<file path="src/rtl/muldiv_ctrl_if.sv">
// Request/result bundle for the signed multiply/divide sequencer.
// The requester drives start/op/a/b; the sequencer returns status and hi/lo.
interface muldiv_ctrl_if #(
  parameter int WIDTH = 32
);
  logic             start;
  logic             op;
  logic [WIDTH-1:0] a;
  logic [WIDTH-1:0] b;
  logic             busy;
  logic             done;
  logic [WIDTH-1:0] hi;
  logic [WIDTH-1:0] lo;
  logic             div_by_zero;

  modport master (
    output start, op, a, b,
    input  busy, done, hi, lo, div_by_zero
  );

  modport slave (
    input  start, op, a, b,
    output busy, done, hi, lo, div_by_zero
  );
endinterface

</file>
<file path="src/rtl/muldiv_ctrl.sv">
// Iterative signed multiplier (radix-4 Booth) and restoring divider sharing
// one accumulator.
//
// state | meaning
// IDLE  | waiting for start; operands captured on the accepting edge
// MUL   | one Booth digit per cycle, LSB first, WIDTH/2 cycles
// DIV   | one restoring quotient bit per cycle, MSB first, WIDTH cycles
// FIX   | apply quotient/remainder signs to the magnitudes
// DONE  | hi/lo valid, done pulses, back to IDLE next cycle
module muldiv_ctrl #(
  parameter int WIDTH = 32
) (
  input logic         clock,
  input logic         clear,
  muldiv_ctrl_if.slave bus
);
  localparam int CW = $clog2(WIDTH);

  typedef enum logic [2:0] {IDLE, MUL, DIV, FIX, DONE} state_t;

  state_t             state;
  logic [2*WIDTH-1:0] acc;
  logic [2*WIDTH-1:0] mc;
  logic [WIDTH-1:0]   mp;
  logic               e;
  logic [CW-1:0]      cnt;
  logic               neg_q;
  logic               neg_r;
  logic               armed;
  logic               busy_r;
  logic               done_r;
  logic               dbz_r;
  logic [WIDTH-1:0]   hi_r;
  logic [WIDTH-1:0]   lo_r;

  logic [2*WIDTH-1:0] term;
  logic [2*WIDTH-1:0] mul_sum;
  logic [WIDTH-1:0]   mag_a;
  logic [WIDTH-1:0]   mag_b;
  logic [WIDTH:0]     shifted;
  logic [WIDTH:0]     trial;
  logic [WIDTH-1:0]   div_rem;
  logic [WIDTH-1:0]   div_q;
  logic [WIDTH-1:0]   rem;
  logic [WIDTH-1:0]   quo;

  // mc holds the sign-extended multiplicand already shifted to the current digit
  always_comb begin
    term = '0;
    case ({mp[1:0], e})
      3'b001, 3'b010: term = mc;
      3'b011:         term = mc << 1;
      3'b100:         term = -(mc << 1);
      3'b101, 3'b110: term = -mc;
      default:        term = '0;
    endcase
  end

  assign mul_sum = acc + term;
  assign mag_a   = bus.a[WIDTH-1] ? -bus.a : bus.a;
  assign mag_b   = bus.b[WIDTH-1] ? -bus.b : bus.b;

  // Divide: acc = {remainder, dividend/quotient}, mc[WIDTH-1:0] = divisor magnitude
  assign rem     = acc[2*WIDTH-1:WIDTH];
  assign quo     = acc[WIDTH-1:0];
  assign shifted = {rem, quo[WIDTH-1]};
  assign trial   = shifted - {1'b0, mc[WIDTH-1:0]};
  assign div_rem = trial[WIDTH] ? shifted[WIDTH-1:0] : trial[WIDTH-1:0];
  assign div_q   = {quo[WIDTH-2:0], ~trial[WIDTH]};

  always_ff @(posedge clock or negedge clear) begin
    if (!clear) begin
      state  <= IDLE;
      acc    <= '0;
      mc     <= '0;
      mp     <= '0;
      e      <= 1'b0;
      cnt    <= '0;
      neg_q  <= 1'b0;
      neg_r  <= 1'b0;
      armed  <= 1'b0;
      busy_r <= 1'b0;
      done_r <= 1'b0;
      dbz_r  <= 1'b0;
      hi_r   <= '0;
      lo_r   <= '0;
    end else begin
      armed  <= 1'b1;
      done_r <= 1'b0;
      case (state)
        IDLE: begin
          // armed keeps a start on the reset-release edge from being taken
          if (bus.start && armed) begin
            busy_r <= 1'b1;
            dbz_r  <= 1'b0;
            if (bus.op && (bus.b == '0)) begin
              state  <= DONE;
              hi_r   <= bus.a;
              lo_r   <= '1;
              dbz_r  <= 1'b1;
              done_r <= 1'b1;
            end else if (bus.op) begin
              state <= DIV;
              acc   <= {{WIDTH{1'b0}}, mag_a};
              mc    <= {{WIDTH{1'b0}}, mag_b};
              neg_q <= bus.a[WIDTH-1] ^ bus.b[WIDTH-1];
              neg_r <= bus.a[WIDTH-1];
              cnt   <= CW'(WIDTH - 1);
            end else begin
              state <= MUL;
              acc   <= '0;
              e     <= 1'b0;
              mc    <= {{WIDTH{bus.a[WIDTH-1]}}, bus.a};
              mp    <= bus.b;
              cnt   <= CW'(WIDTH / 2 - 1);
            end
          end
        end
        MUL: begin
          acc <= mul_sum;
          mc  <= mc << 2;
          mp  <= mp >> 2;
          e   <= mp[1];
          if (cnt == '0) begin
            state  <= DONE;
            hi_r   <= mul_sum[2*WIDTH-1:WIDTH];
            lo_r   <= mul_sum[WIDTH-1:0];
            done_r <= 1'b1;
          end else begin
            cnt <= cnt - 1'b1;
          end
        end
        DIV: begin
          acc <= {div_rem, div_q};
          if (cnt == '0) state <= FIX;
          else           cnt   <= cnt - 1'b1;
        end
        FIX: begin
          // most-negative / -1 wraps naturally: negating 2^(WIDTH-1) yields itself
          state  <= DONE;
          hi_r   <= neg_r ? -rem : rem;
          lo_r   <= neg_q ? -quo : quo;
          done_r <= 1'b1;
        end
        DONE: begin
          state  <= IDLE;
          busy_r <= 1'b0;
        end
        default: begin
          state  <= IDLE;
          busy_r <= 1'b0;
        end
      endcase
    end
  end

  assign bus.busy        = busy_r;
  assign bus.done        = done_r;
  assign bus.hi          = hi_r;
  assign bus.lo          = lo_r;
  assign bus.div_by_zero = dbz_r;
endmodule

</file>
<file path="src/flat_wrapper.sv">
// flat-port wrapper written by rule: the top's interface ports become plain ports
module muldiv_ctrl_flat 
#(
  parameter int WIDTH = 32
)
  (clock, clear, bus_start, bus_op, bus_a, bus_b, bus_busy, bus_done, bus_hi, bus_lo, bus_div_by_zero);
  muldiv_ctrl_if #(.WIDTH(WIDTH)) bus_i ();
  input logic clock;
  input logic clear;
  input wire logic [$bits(bus_i.start)-1:0] bus_start;
  input wire logic [$bits(bus_i.op)-1:0] bus_op;
  input wire logic [$bits(bus_i.a)-1:0] bus_a;
  input wire logic [$bits(bus_i.b)-1:0] bus_b;
  output wire logic [$bits(bus_i.busy)-1:0] bus_busy;
  output wire logic [$bits(bus_i.done)-1:0] bus_done;
  output wire logic [$bits(bus_i.hi)-1:0] bus_hi;
  output wire logic [$bits(bus_i.lo)-1:0] bus_lo;
  output wire logic [$bits(bus_i.div_by_zero)-1:0] bus_div_by_zero;
  assign bus_i.start = bus_start;
  assign bus_i.op = bus_op;
  assign bus_i.a = bus_a;
  assign bus_i.b = bus_b;
  assign bus_busy = bus_i.busy;
  assign bus_done = bus_i.done;
  assign bus_hi = bus_i.hi;
  assign bus_lo = bus_i.lo;
  assign bus_div_by_zero = bus_i.div_by_zero;
  muldiv_ctrl #(.WIDTH(WIDTH)) u_core (.clock(clock), .clear(clear), .bus(bus_i));
endmodule
</file>
<file path="config.mk">
export PLATFORM = sky130hd
export DESIGN_NAME = muldiv_ctrl_flat
export DESIGN_NICKNAME = d
export VERILOG_FILES = /design/src/rtl/muldiv_ctrl_if.sv /design/src/rtl/muldiv_ctrl.sv /design/src/flat_wrapper.sv
export SDC_FILE = /design/constraint.sdc
export NUM_CORES = 1
export LEC_CHECK = 0
export ABC_AREA = 0
export CELL_PAD_IN_SITES_DETAIL_PLACEMENT = 1
export CELL_PAD_IN_SITES_GLOBAL_PLACEMENT = 2
export CORE_ASPECT_RATIO = 0.6
export CORE_MARGIN = 2
export CORE_UTILIZATION = 35
export CTS_BUF_LIST = sky130_fd_sc_hd__clkbuf_16
export DETAILED_ROUTE_END_ITERATION = 10
export GPL_ROUTABILITY_DRIVEN = 1
export PLACE_DENSITY_LB_ADDON = 0.12
export SYNTH_ARGS = -nofsm -noshare
export SYNTH_HDL_FRONTEND = slang
export SYNTH_SLANG_ARGS = --single-unit
</file>
<file path="constraint.sdc">
create_clock -name clock -period 7.2 [get_ports clock]
set_input_delay 1.44 -clock clock [delete_from_list [all_inputs] [get_ports clock]]
set_output_delay 1.44 -clock clock [all_outputs]
set_load 0.01 [all_outputs]
</file>
==> results of run 1 <==
## cell usage in the layout, fill, tap and decap left out, drive strengths merged, types with 47 or more instances in the layout
cell and n:
a211oi 54, a21o 57, a21oi 299, a22oi 56, a31oi 55, buf 85
clkdlybuf4s50 132, dfrtp 239, ha 101, inv 91, mux2i 53, nand2 337
nor2 253, nor3 53, o21ai 309, o31ai 47, or3 61, xnor2 161
xor2 101
## final timing paths
kind | cells past startpoint | end
max | 20 | u_core.bus.hi[25]
min | 2 | u_core.mp[4]
max reg2reg | 20 | u_core.bus.hi[25]
min reg2reg | 2 | u_core.mp[4]
max in group asynchronous | 2 | u_core.bus.hi[18]
min in group asynchronous | 1 | u_core.mp[17]
## per-layer routing
| layer | global-route usage (%) | vias up | share of wire (%) |
|---|---|---|---|
| li1 | - | 11131 | - |
| met1 | 58.1 | 12897 | 50 |
| met2 | 46.9 | 1237 | 37 |
| met3 | 10.5 | 135 | 12 |
| met4 | 5.58 | 2 | 1.7 |
| met5 | 0 | - | 0.010 |
## area by class of cell
type                    count  area, sq um
diodes                      2         5.00
inverters                  86          323
fillers                  7810        38300
multi-input cells        2486        15700
repair buffers            217         2010
flip-flops and latches    239         5980
clock buffers              31          776
well taps                 851         1060
clock inverters            24          300
## cell families after synthesis
| group | count (synthesis) | share of synthesized area, % |
|---|---|---|
| mux | 61 | 2.77 |
| compound gates | 1092 | 29.8 |
| buf+inv | 319 | 5.44 |
| other cells | 1 | 0.0164 |
| simple gates | 967 | 20.1 |
| flops | 239 | 26.2 |
| fa+ha+maj | 103 | 5.71 |
| xor+xnor | 262 | 10.0 |
## registers in the layout, summed over array words and instances, names as in the netlist, 3 cells and up
register	flops
u_core.cnt	5
u_core.mp	32
u_core.mc	64
u_core.state	3
u_core.acc	64
u_core.bus.hi	32
u_core.bus.lo	32
## metrics by stage
stage	cell area [sq um]	instances	hold WS, ns	setup slack, ns
CTS	26100	3931	0.485	0.311
global route	26200	3934	0.506	0.0983
detailed placement	25100	3876	0.471	0.388
global placement	25100	3876	0.462	0.544
floorplan	22800	3044	0.450	1.25
finish	26200	3936	0.479	0.324
## worst max-delay path, cell delays in order, from the launching register on
cell      delay, ns
dfrtp_1        0.47
or4_4          0.60
or4_1          0.62
or3_1          0.58
or3_4          0.39
or3_4          0.37
or3_4          0.36
nand2_2        0.08
xnor2_1        0.06
a221o_1        0.38
ha_1           0.39
nand2_1        0.24
inv_1          0.10
and4_1         0.23
a221oi_2       0.35
nor2_1         0.11
a21oi_1        0.29
or3b_2         0.53
and3_1         0.19
nor3_1         0.26
o21a_1         0.17
## repair_timing
action,in CTS,in global routing
gates resized for setup,0,2
endpoints found under the setup margin,0,8
setup buffers,0,2
endpoints found under the hold margin,0,0
==> qor.yml, run 1 <==
synth:
  yosysWarningCount: 0
  synth_area_leaders: "dfrtp_1 26%, o21ai_0 6.6%, a21oi_1 6.5%"
  syn_nets: 3215
  synth_top_flop_cell: "dfrtp_1"
  synth_area_leader_cell: "dfrtp_1"
  synth-edff-count: 0
  async_flop_share_pct: 100
  syn_inst: 3044
  synth_common_cells: "336 x nand2_1, 300 x o21ai_0, 299 x a21oi_1"
  ys_seq_elements: 239
  synth_most_common_cell: "nand2_1"
  yosys.area.top_type_share_pct: 26.2
  avgSynthCellArea_sq_um: 7.51
  yosysUniqueCellTypes: 81
  ys_seq_area_share_pct: 26.2
  synth_area_sq_mm: 0.0228
timing:
  period_minus_slack_ns: 6.88
  finClkSkew_ns: 0.0436
  min_period_over_period_pct: 95.5
  tightest_slew_ns: 1.49
  rsz0062_at_grt: "no"
  relSlewSlack_pct: -0.260
  finalSetupViolations: 0
  hold_viol_final: 0
  slew_violations: 1
  max_freq_ghz: 0.145
  tns_ns: 0
run_status:
  status: "finished with violations"
  violations: "capacitance limit, slew limit"
setup_path:
  cp.required_ns: 7.74
  crit_arrival_ns: 7.42
  cp-start-kind: "flip-flop"
  startpoint: "u_core.mc[19]"
  reg2reg_slack_ns: 0.32
  endpoint_kind: "flip-flop"
  critical_path_class: "flip-flop to flip-flop"
  timing.rr.start: "u_core.mc[19]"
  crit_path_max_fanout: 8
clock_network:
  cts_tree: "yes"
  cts_hold_buffers: 0
  clk_pin_slew_worst_paths_ns: 0.09
  cts_buffer_depth: 3
  cts_root_buf: "clkbuf_16"
  cts_buffers: 31
  clock_latency_ns: 0.64
  cts.sinks: 239
  ctsHtreeMaxLevel: 1
placed_design:
  gp_congestion: 0.995
  hpwl_microns: 98000
  port_buffers: 134
grt:
  grt_overflow_total: 0
  antenna_found_initial: 6
  grt_pass1_wl_microns: 181000
  grt_usage_pct: 36.2
  grt_pass1_vias: 24480
  grt_max_degree: 131
finish:
  post-route-util_pct: 40.6
  final_layout_size_suffix_gt1_share_pct: 6.13
  fin_nets: 3232
  area_delta_synth_final_pct: 14.5
min_path:
  hp-class: "flip-flop to flip-flop"
  min_from: "u_core.mp[4]"
drt:
  drt_iter0_markers: 3030
  ant_nets: 0
  via_per_inst: 6.45
  wire_per_inst_microns: 31.7
  drt_wl_total_microns: 125000
  drc_errors: 0
  via_count: 25402
  firstDrtPassIters: 5
die:
  die_area_sq_mm: 0.0674
  num_rows: 72
  die_w_microns: 334
  fp.coreArea_sq_mm: 0.0645
  io_pins: 135
  start_util_pct: 35.4
  die_h_microns: 202
flow_run:
  drv_cap: 1
Power of run 1 is left out: the tool's default activity adds up to more than one toggle a clock period on the data nets, which glitch-free logic cannot reach.
==> inputs of run 2 (changes only) <==
--- a/config.mk
+++ b/config.mk
@@ -18,3 +18,4 @@
 export SYNTH_ARGS = -nofsm -noshare
 export SYNTH_HDL_FRONTEND = slang
 export SYNTH_SLANG_ARGS = --single-unit
+export TNS_END_PERCENT = 20
==> results of run 2 <==
Final layout, timing and power as in run 1 (identical DEF).
Power of run 2 is left out for the same reason.
